## config.mk

```make
export PLATFORM = sky130hd
export DESIGN_NAME = regfile_wb_arbiter
export DESIGN_NICKNAME = d
export VERILOG_FILES = /design/src/rtl/regfile_wb_arbiter.sv
export SDC_FILE = /design/constraint.sdc
export NUM_CORES = 1
export LEC_CHECK = 0
export CAP_MARGIN = 20
export CORE_MARGIN = 2
export CORE_UTILIZATION = 41
export DETAILED_ROUTE_END_ITERATION = 8
export PLACE_DENSITY_LB_ADDON = 0.25
export SLEW_MARGIN = 20
export SYNTH_ARGS = -nofsm -noshare
export SYNTH_HDL_FRONTEND = slang
export SYNTH_HIERARCHICAL = 1
export SYNTH_SLANG_ARGS = --single-unit
```

## constraint.sdc

```tcl
create_clock -name clk -period 1.9 [get_ports clk]
set_input_delay 0.475 -clock clk [delete_from_list [all_inputs] [get_ports clk]]
set_output_delay 0.475 -clock clk [all_outputs]
set_load 0.01 [all_outputs]
```

## src/rtl/regfile_wb_arbiter.sv

```systemverilog
// Shares the regfile write port between ALU and memory-load writeback, with a per-register RAW scoreboard.
// Optional: define WB_CONFLICT_CNT_EN to add the saturating conflict_cnt output.
module regfile_wb_arbiter #(
   parameter int STARVE_LIMIT = 3,
   parameter int NREG         = 8
) (
   input  logic            clk,
   input  logic            reset,
   input  logic            a_valid,
   output logic            a_ready,
   input  logic [2:0]      a_reg,
   input  logic [15:0]     a_data,
   input  logic            a_qen,
   input  logic [1:0]      a_q,
   input  logic            m_valid,
   output logic            m_ready,
   input  logic [2:0]      m_reg,
   input  logic [15:0]     m_data,
   input  logic            m_qen,
   input  logic [1:0]      m_q,
   input  logic            iss_valid,
   input  logic [2:0]      iss_reg,
   output logic            iss_ready,
   input  logic [2:0]      chk_reg0,
   input  logic [2:0]      chk_reg1,
   output logic            hazard,
   output logic [NREG-1:0] busy,
`ifdef WB_CONFLICT_CNT_EN
   output logic [15:0]     conflict_cnt,
`endif
   output logic            rf_write,
   output logic [3:0]      rf_writeReg,
   output logic [15:0]     rf_writeData,
   output logic            rf_set_quarter,
   output logic [1:0]      rf_quarter
);

   localparam int SW = (STARVE_LIMIT < 2) ? 1 : $clog2(STARVE_LIMIT + 1);

   logic [SW-1:0]   starveCnt_r;
   logic [1:0]      pendCnt_r [NREG];
   logic            starveAtLimit_s;
   logic            aGrant_s;
   logic            mGrant_s;
   logic            issFire_s;
   logic [2:0]      commitReg_s;
   logic [NREG-1:0] incVec_s;
   logic [NREG-1:0] decVec_s;

   // Memory has priority unless the ALU has been passed over STARVE_LIMIT times in a row.
   assign starveAtLimit_s = (starveCnt_r == SW'(STARVE_LIMIT));
   assign a_ready         = ~reset & (~m_valid | starveAtLimit_s);
   assign m_ready         = ~reset & ~(a_valid & starveAtLimit_s);
   assign aGrant_s        = a_valid & a_ready;
   assign mGrant_s        = m_valid & m_ready;

   assign commitReg_s = rf_writeReg[2:0];
   assign iss_ready   = ~reset & ((pendCnt_r[iss_reg] != 2'd3) | (rf_write & (commitReg_s == iss_reg)));
   assign issFire_s   = iss_valid & iss_ready;
   assign hazard      = ~reset & (busy[chk_reg0] | busy[chk_reg1]);

   // Per-register scoreboard increment/decrement requests and the busy bitmap.
   always_comb begin
      incVec_s = '0;
      decVec_s = '0;
      busy     = '0;
      for (int i = 0; i < NREG; i++) begin
         incVec_s[i] = issFire_s & (iss_reg == 3'(i));
         decVec_s[i] = rf_write & (commitReg_s == 3'(i));
         busy[i]     = (pendCnt_r[i] != 2'd0);
      end
   end

   // Starvation counter: consecutive memory grants while the ALU is waiting.
   always_ff @(posedge clk) begin
      if (reset) begin
         starveCnt_r <= '0;
      end else if (aGrant_s || !a_valid) begin
         starveCnt_r <= '0;
      end else if (mGrant_s && !starveAtLimit_s) begin
         starveCnt_r <= starveCnt_r + SW'(1);
      end
   end

   // Register the winning write onto the regfile port; fields hold when idle.
   always_ff @(posedge clk) begin
      if (reset) begin
         rf_write       <= 1'b0;
         rf_writeReg    <= 4'h0;
         rf_writeData   <= 16'h0000;
         rf_set_quarter <= 1'b0;
         rf_quarter     <= 2'd0;
      end else begin
         rf_write <= aGrant_s | mGrant_s;
         if (aGrant_s) begin
            rf_writeReg    <= {1'b0, a_reg};
            rf_writeData   <= a_data;
            rf_set_quarter <= a_qen;
            rf_quarter     <= a_q;
         end else if (mGrant_s) begin
            rf_writeReg    <= {1'b0, m_reg};
            rf_writeData   <= m_data;
            rf_set_quarter <= m_qen;
            rf_quarter     <= m_q;
         end
      end
   end

   // Pending-write counters; an issue and a commit to the same register cancel out.
   always_ff @(posedge clk) begin
      for (int i = 0; i < NREG; i++) begin
         if (reset) begin
            pendCnt_r[i] <= 2'd0;
         end else if (incVec_s[i] && !decVec_s[i]) begin
            pendCnt_r[i] <= pendCnt_r[i] + 2'd1;
         end else if (decVec_s[i] && !incVec_s[i] && (pendCnt_r[i] != 2'd0)) begin
            pendCnt_r[i] <= pendCnt_r[i] - 2'd1;
         end
      end
   end

`ifdef WB_CONFLICT_CNT_EN
   // Cycles in which both requesters contend, saturating at all-ones.
   always_ff @(posedge clk) begin
      if (reset) begin
         conflict_cnt <= 16'h0000;
      end else if (a_valid && m_valid && (conflict_cnt != 16'hFFFF)) begin
         conflict_cnt <= conflict_cnt + 16'd1;
      end
   end
`endif

   regfile_wb_arbiter_chk #(.NREG(NREG)) u_chk (
      .clk       (clk),
      .reset     (reset),
      .rfWrite   (rf_write),
      .commitReg (commitReg_s),
      .busyVec   (busy)
   );

endmodule

// Checks that every commit retires a write that the scoreboard is tracking.
module regfile_wb_arbiter_chk #(
   parameter int NREG = 8
) (
   input logic            clk,
   input logic            reset,
   input logic            rfWrite,
   input logic [2:0]      commitReg,
   input logic [NREG-1:0] busyVec
);

   commitHasPending_a : assert property (@(posedge clk) disable iff (reset) rfWrite |-> busyVec[commitReg])
      else $error("scoreboard commit to register %0d with no pending write", commitReg);

endmodule

```

==> results_tabular.tex <==
\begin{tabular}{lr}
\hline
Metric & Value \\
\hline
\multicolumn{2}{l}{\textbf{Layout}} \\
\quad Most frequent standard cell in the layout excluding fill and tap cells & buf\_4 \\
\quad Summed area of non-filler cells in the final layout & 4440 sq um \\
\quad Area growth from synthesis to layout & 73.0\% \\
\quad Top library cells by usage in the layout, fill and taps aside & buf\_4 (78), clkdlybuf4s50\_1 (69), nor2\_1 (37), mux2i\_1 (26), a211oi\_1 (25) \\
\quad Util after Layout & between 70\% and 80\% \\
\quad Share of layout cells above drive strength 1 & 34.5\% \\
\quad Filler Cells Inserted & between 400 and 500 \\
\quad Final std cells w/o fill & between 500 and 600 \\
\quad Post-layout nets & between 500 and 600 \\
\quad Antenna diodes & 0 \\
\multicolumn{2}{l}{\textbf{Run status}} \\
\quad Violated checks & setup timing \\
\quad Run status & finished with violations \\
\multicolumn{2}{l}{\textbf{Power}} \\
\quad PD cells & between 500 and 600 nW/um\^{}2 \\
\quad Tot Pwr & around 2.4 mW \\
\quad Worst voltage drop across the vdd grid & 0.385 mV \\
\quad Static power due to leakage & about 2 nW \\
\multicolumn{2}{l}{\textbf{Global routing}} \\
\quad Initial antenna violation count & 0 \\
\quad Maximum number of pins on one net before global-route repair & 46 \\
\quad Global-route wire length before repair & $\sim$12 mm \\
\quad Aggregate global-route resource usage & 20.9\% \\
\quad Via count of the first global-routing pass & approximately 2600 \\
\quad GRT Residual Overflow & 0 \\
\multicolumn{2}{l}{\textbf{Setup path}} \\
\quad Worst Path Max Fanout & 3 \\
\quad Critical path type & reg -> out \\
\quad CP Data Arrival Time & around 1.9 ns \\
\quad Type of destination of the critical path & primary output \\
\quad WP data required & 1.42 ns \\
\quad Worst Reg-to-Reg Cells & 9 \\
\quad Critical register-to-register path startpoint & pendCnt\_r[7][1] \\
\quad Cells along the critical path & inv\_1 -> ha\_2 -> inv\_2 -> mux4\_2 -> o21ai\_2 -> a21oi\_1 -> buf\_2 \\
\quad Internal reg-to-reg setup slack & -0.01 ns \\
\quad Worst setup SP type & flop \\
\quad Critical path's slowest cell & mux4\_2 \\
\quad Largest stage delay on the critical path & around 0.47 ns \\
\quad Worst r2r dst & pendCnt\_r[5][1] \\
\multicolumn{2}{l}{\textbf{Routing}} \\
\quad Post-detailed-route count of antenna-violating nets & 0 \\
\quad Number of vias per cell & 5.37 \\
\quad Detail-routed net length per standard cell & around 16 microns \\
\quad Via count & around 2800 \\
\quad Number of remaining DRC errors & 0 \\
\quad Initial DRC count & approximately 150 \\
\quad DRT Wirelength & about 8 mm \\
\quad DRT Pass-1 Iters & 4 \\
\multicolumn{2}{l}{\textbf{Clock tree}} \\
\quad Post-CTS Hold Fix Bufs & 0 \\
\quad Clock-pin slew of the registers on the worst-case setup and hold paths & 0.08 ns \\
\quad Clk buf depth & 2 \\
\quad Num Clock Sinks & between 40 and 50 \\
\quad CTS H-tree depth & 2 \\
\quad TritonCTS Buffers & 5 \\
\quad Clock Root Buffer & clkbuf\_8 \\
\quad Clock insertion delay at the later pin of the skew report & roughly 0.29 ns \\
\quad TritonCTS clock tree & built \\
\multicolumn{2}{l}{\textbf{Timing}} \\
\quad Top achievable clock speed & $\sim$0.43 GHz \\
\quad Slew Viols, Final & 0 \\
\quad Final worst setup slack & -0.437 ns \\
\quad Number of hold-slack violations in the final timing report & 0 \\
\quad Total of endpoints with negative setup slack in the final report & 6 \\
\quad Final critical delay including setup and external delays & 2.34 ns \\
\quad Clock skew & 0.00521 ns \\
\quad Final clock period utilization by the worst path & 123\% \\
\quad RSZ-0062 raised after global routing & true \\
\multicolumn{2}{l}{\textbf{Floorplan}} \\
\quad Core area & approximately 6000 sq um \\
\quad Top Ports & 94 \\
\quad Chip Height & roughly 83 microns \\
\quad Die extent in x & between 80 and 90 microns \\
\quad Area of the die & a little under 7000 sq um \\
\quad Standard-cell rows & 28 \\
\quad Initial Utilization & a little over two fifths \\
\multicolumn{2}{l}{\textbf{Synthesis}} \\
\quad Post-synthesis average cell area & 9.17 sq um \\
\quad Synthesized cell area & roughly 2600 sq um \\
\quad Count of cell types in the netlist & 48 \\
\quad Count of mapped cells out of synthesis & 280 \\
\quad Predominant post-synthesis flop cell & dfxtp\_1 \\
\quad Number of storage elements in the synthesis netlist & 41 \\
\quad Number of synthesis warnings & 6 \\
\quad Number of flops mapped to enable cells by yosys & 16 \\
\quad Seq/Total Area, Yosys & 38.2\% \\
\quad Number of nets produced by synthesis & 346 \\
\quad Proportion of register bits with asynchronous set or reset after synthesis & 0\% \\
\multicolumn{2}{l}{\textbf{Place}} \\
\quad Cell area after placement & approximately 4000 sq um \\
\quad Quantity of I/O buffers inserted on ports & between 90 and 100 \\
\quad \# placed instances & 493 \\
\quad Post-placement setup slack & -0.961 ns \\
\quad Placer congestion estimate & approximately 0.94 \\
\quad Detailed-placement wirelength estimate & between 5 and 6 mm \\
\multicolumn{2}{l}{\textbf{Run}} \\
\quad Max-cap violation count & 0 \\
\multicolumn{2}{l}{\textbf{Hold path}} \\
\quad Min-delay worst type & reg -> reg \\
\quad Cell count of the worst hold path & 1 \\
\quad Worst min-delay path startpoint & starveCnt\_r[0] \\
\quad Worst Hold End & starveCnt\_r[0] \\
\hline
\end{tabular}
==> synth_stat cells, types with 2 or more instances <==
library cell / instances / area share (%)
nor2_1: 39 / 5.7
a211oi_1: 27 / 7.9
inv_1: 26 / 3.8
mux2i_1: 26 / 10
dfxtp_1: 25 / 20
edfxtp_1: 16 / 19
nand2_1: 16 / 2.3
clkbuf_1: 11 / 1.6
a21oi_1: 9 / 1.8
ha_1: 8 / 3.9
nand3_1: 7 / 1.4
nand4_1: 5 / 1.2
nand4b_1: 5 / 1.7
buf_4: 4 / 1.2
mux4_2: 4 / 3.5
o21ai_0: 4 / 0.78
buf_2: 3 / 0.58
or4_1: 3 / 0.88
a211o_1: 2 / 0.68
a22o_1: 2 / 0.68
and3_1: 2 / 0.49
and4_1: 2 / 0.68
and4bb_2: 2 / 0.97
mux2_2: 2 / 0.88
nor2b_1: 2 / 0.49
o21ai_1: 2 / 0.39
o311ai_0: 2 / 0.68
o311ai_1: 2 / 0.68
o31ai_1: 2 / 0.58
xnor2_1: 2 / 0.68
==> metal layers <==
layer  vias up  part of all wire (%)  wire length (microns)  GRT usage (%)
met5         -                     0                      0              0
met4         0                   2.6                    209           5.81
met3        20                   6.7                    540           4.77
met2       122                    52                   4230           37.3
met1      1285                    39                   3130           25.0
li1       1346                     -                      -              -
==> registers in the layout, summed over array words and instances (netlist names) <==
name	flops
rf_set_quarter	1
rf_writeReg	3
rf_writeData	16
rf_quarter	2
starveCnt_r	2
pendCnt_r	16
rf_write	1
==> timing repair <==
action,CTS,global route
setup endpoints to repair,49,36
gates resized for setup,61,48
pin swaps,7,16
buffers inserted,9,7
==> how the worst max path moves through the flow <==
stage               startpoint   endpoint  slack [ns]  cells past startpoint
4_1_cts        pendCnt_r[2][0]     hazard       -0.35                      7
2_1_floorplan  pendCnt_r[6][0]     hazard       0.001                      6
3_5_place_dp        iss_reg[1]  iss_ready       -0.96                      7
3_3_place_gp        iss_reg[1]  iss_ready       -0.93                      7
5_1_grt        pendCnt_r[3][0]     hazard       -0.51                      7
6_report       pendCnt_r[3][0]     hazard       -0.44                      7
==> per-stage QoR <==
stage	hold slack (ns)	setup TNS [ns]
3_5_place_dp	0.417	-24.95
5_1_grt	0.435	-1.66
6_report	0.431	-0.788
3_3_place_gp	0.406	-22.56
2_1_floorplan	0.396	0
4_1_cts	0.430	-0.679
==> report_power, final <==
group	internal, mW	switching (mW)
Clock	0.341	0.314
Sequential	0.973	0.0358
Combinational	0.431	0.316
Total	1.74	0.666
==> worst max-delay path, delay by kind of cell (launching register included) <==
| family | cells | cell delay, ns |
|---|---|---|
| buffers and inverters | 3 | 0.31 |
| AO/OA/AOI/OAI | 2 | 0.19 |
| adder cells (fa/ha/maj) | 1 | 0.21 |
| flip-flops | 1 | 0.41 |
| multiplexers | 1 | 0.47 |
==> cells by family after synthesis <==
logic type,synth area share (%)
compound gates,16.0
xor+xnor,0.683
fa+ha+maj,3.90
buf+inv,7.46
flops,38.2
mux,14.5
other cells,0.146
simple gates,19.1
==> cell type report <==
class                      count  area, sq um  share of cell area [%]
clock buffer                   6         93.8                    2.11
clock inverter                 2         13.8                   0.310
inverter                      27          101                    2.28
multi-input combinational    193         1630                    36.7
sequential                    41          987                    22.2
tap                           75         93.8                    2.11
timing repair buffer         172         1520                    34.2
Note: power is estimated with default switching activity, not from simulation.
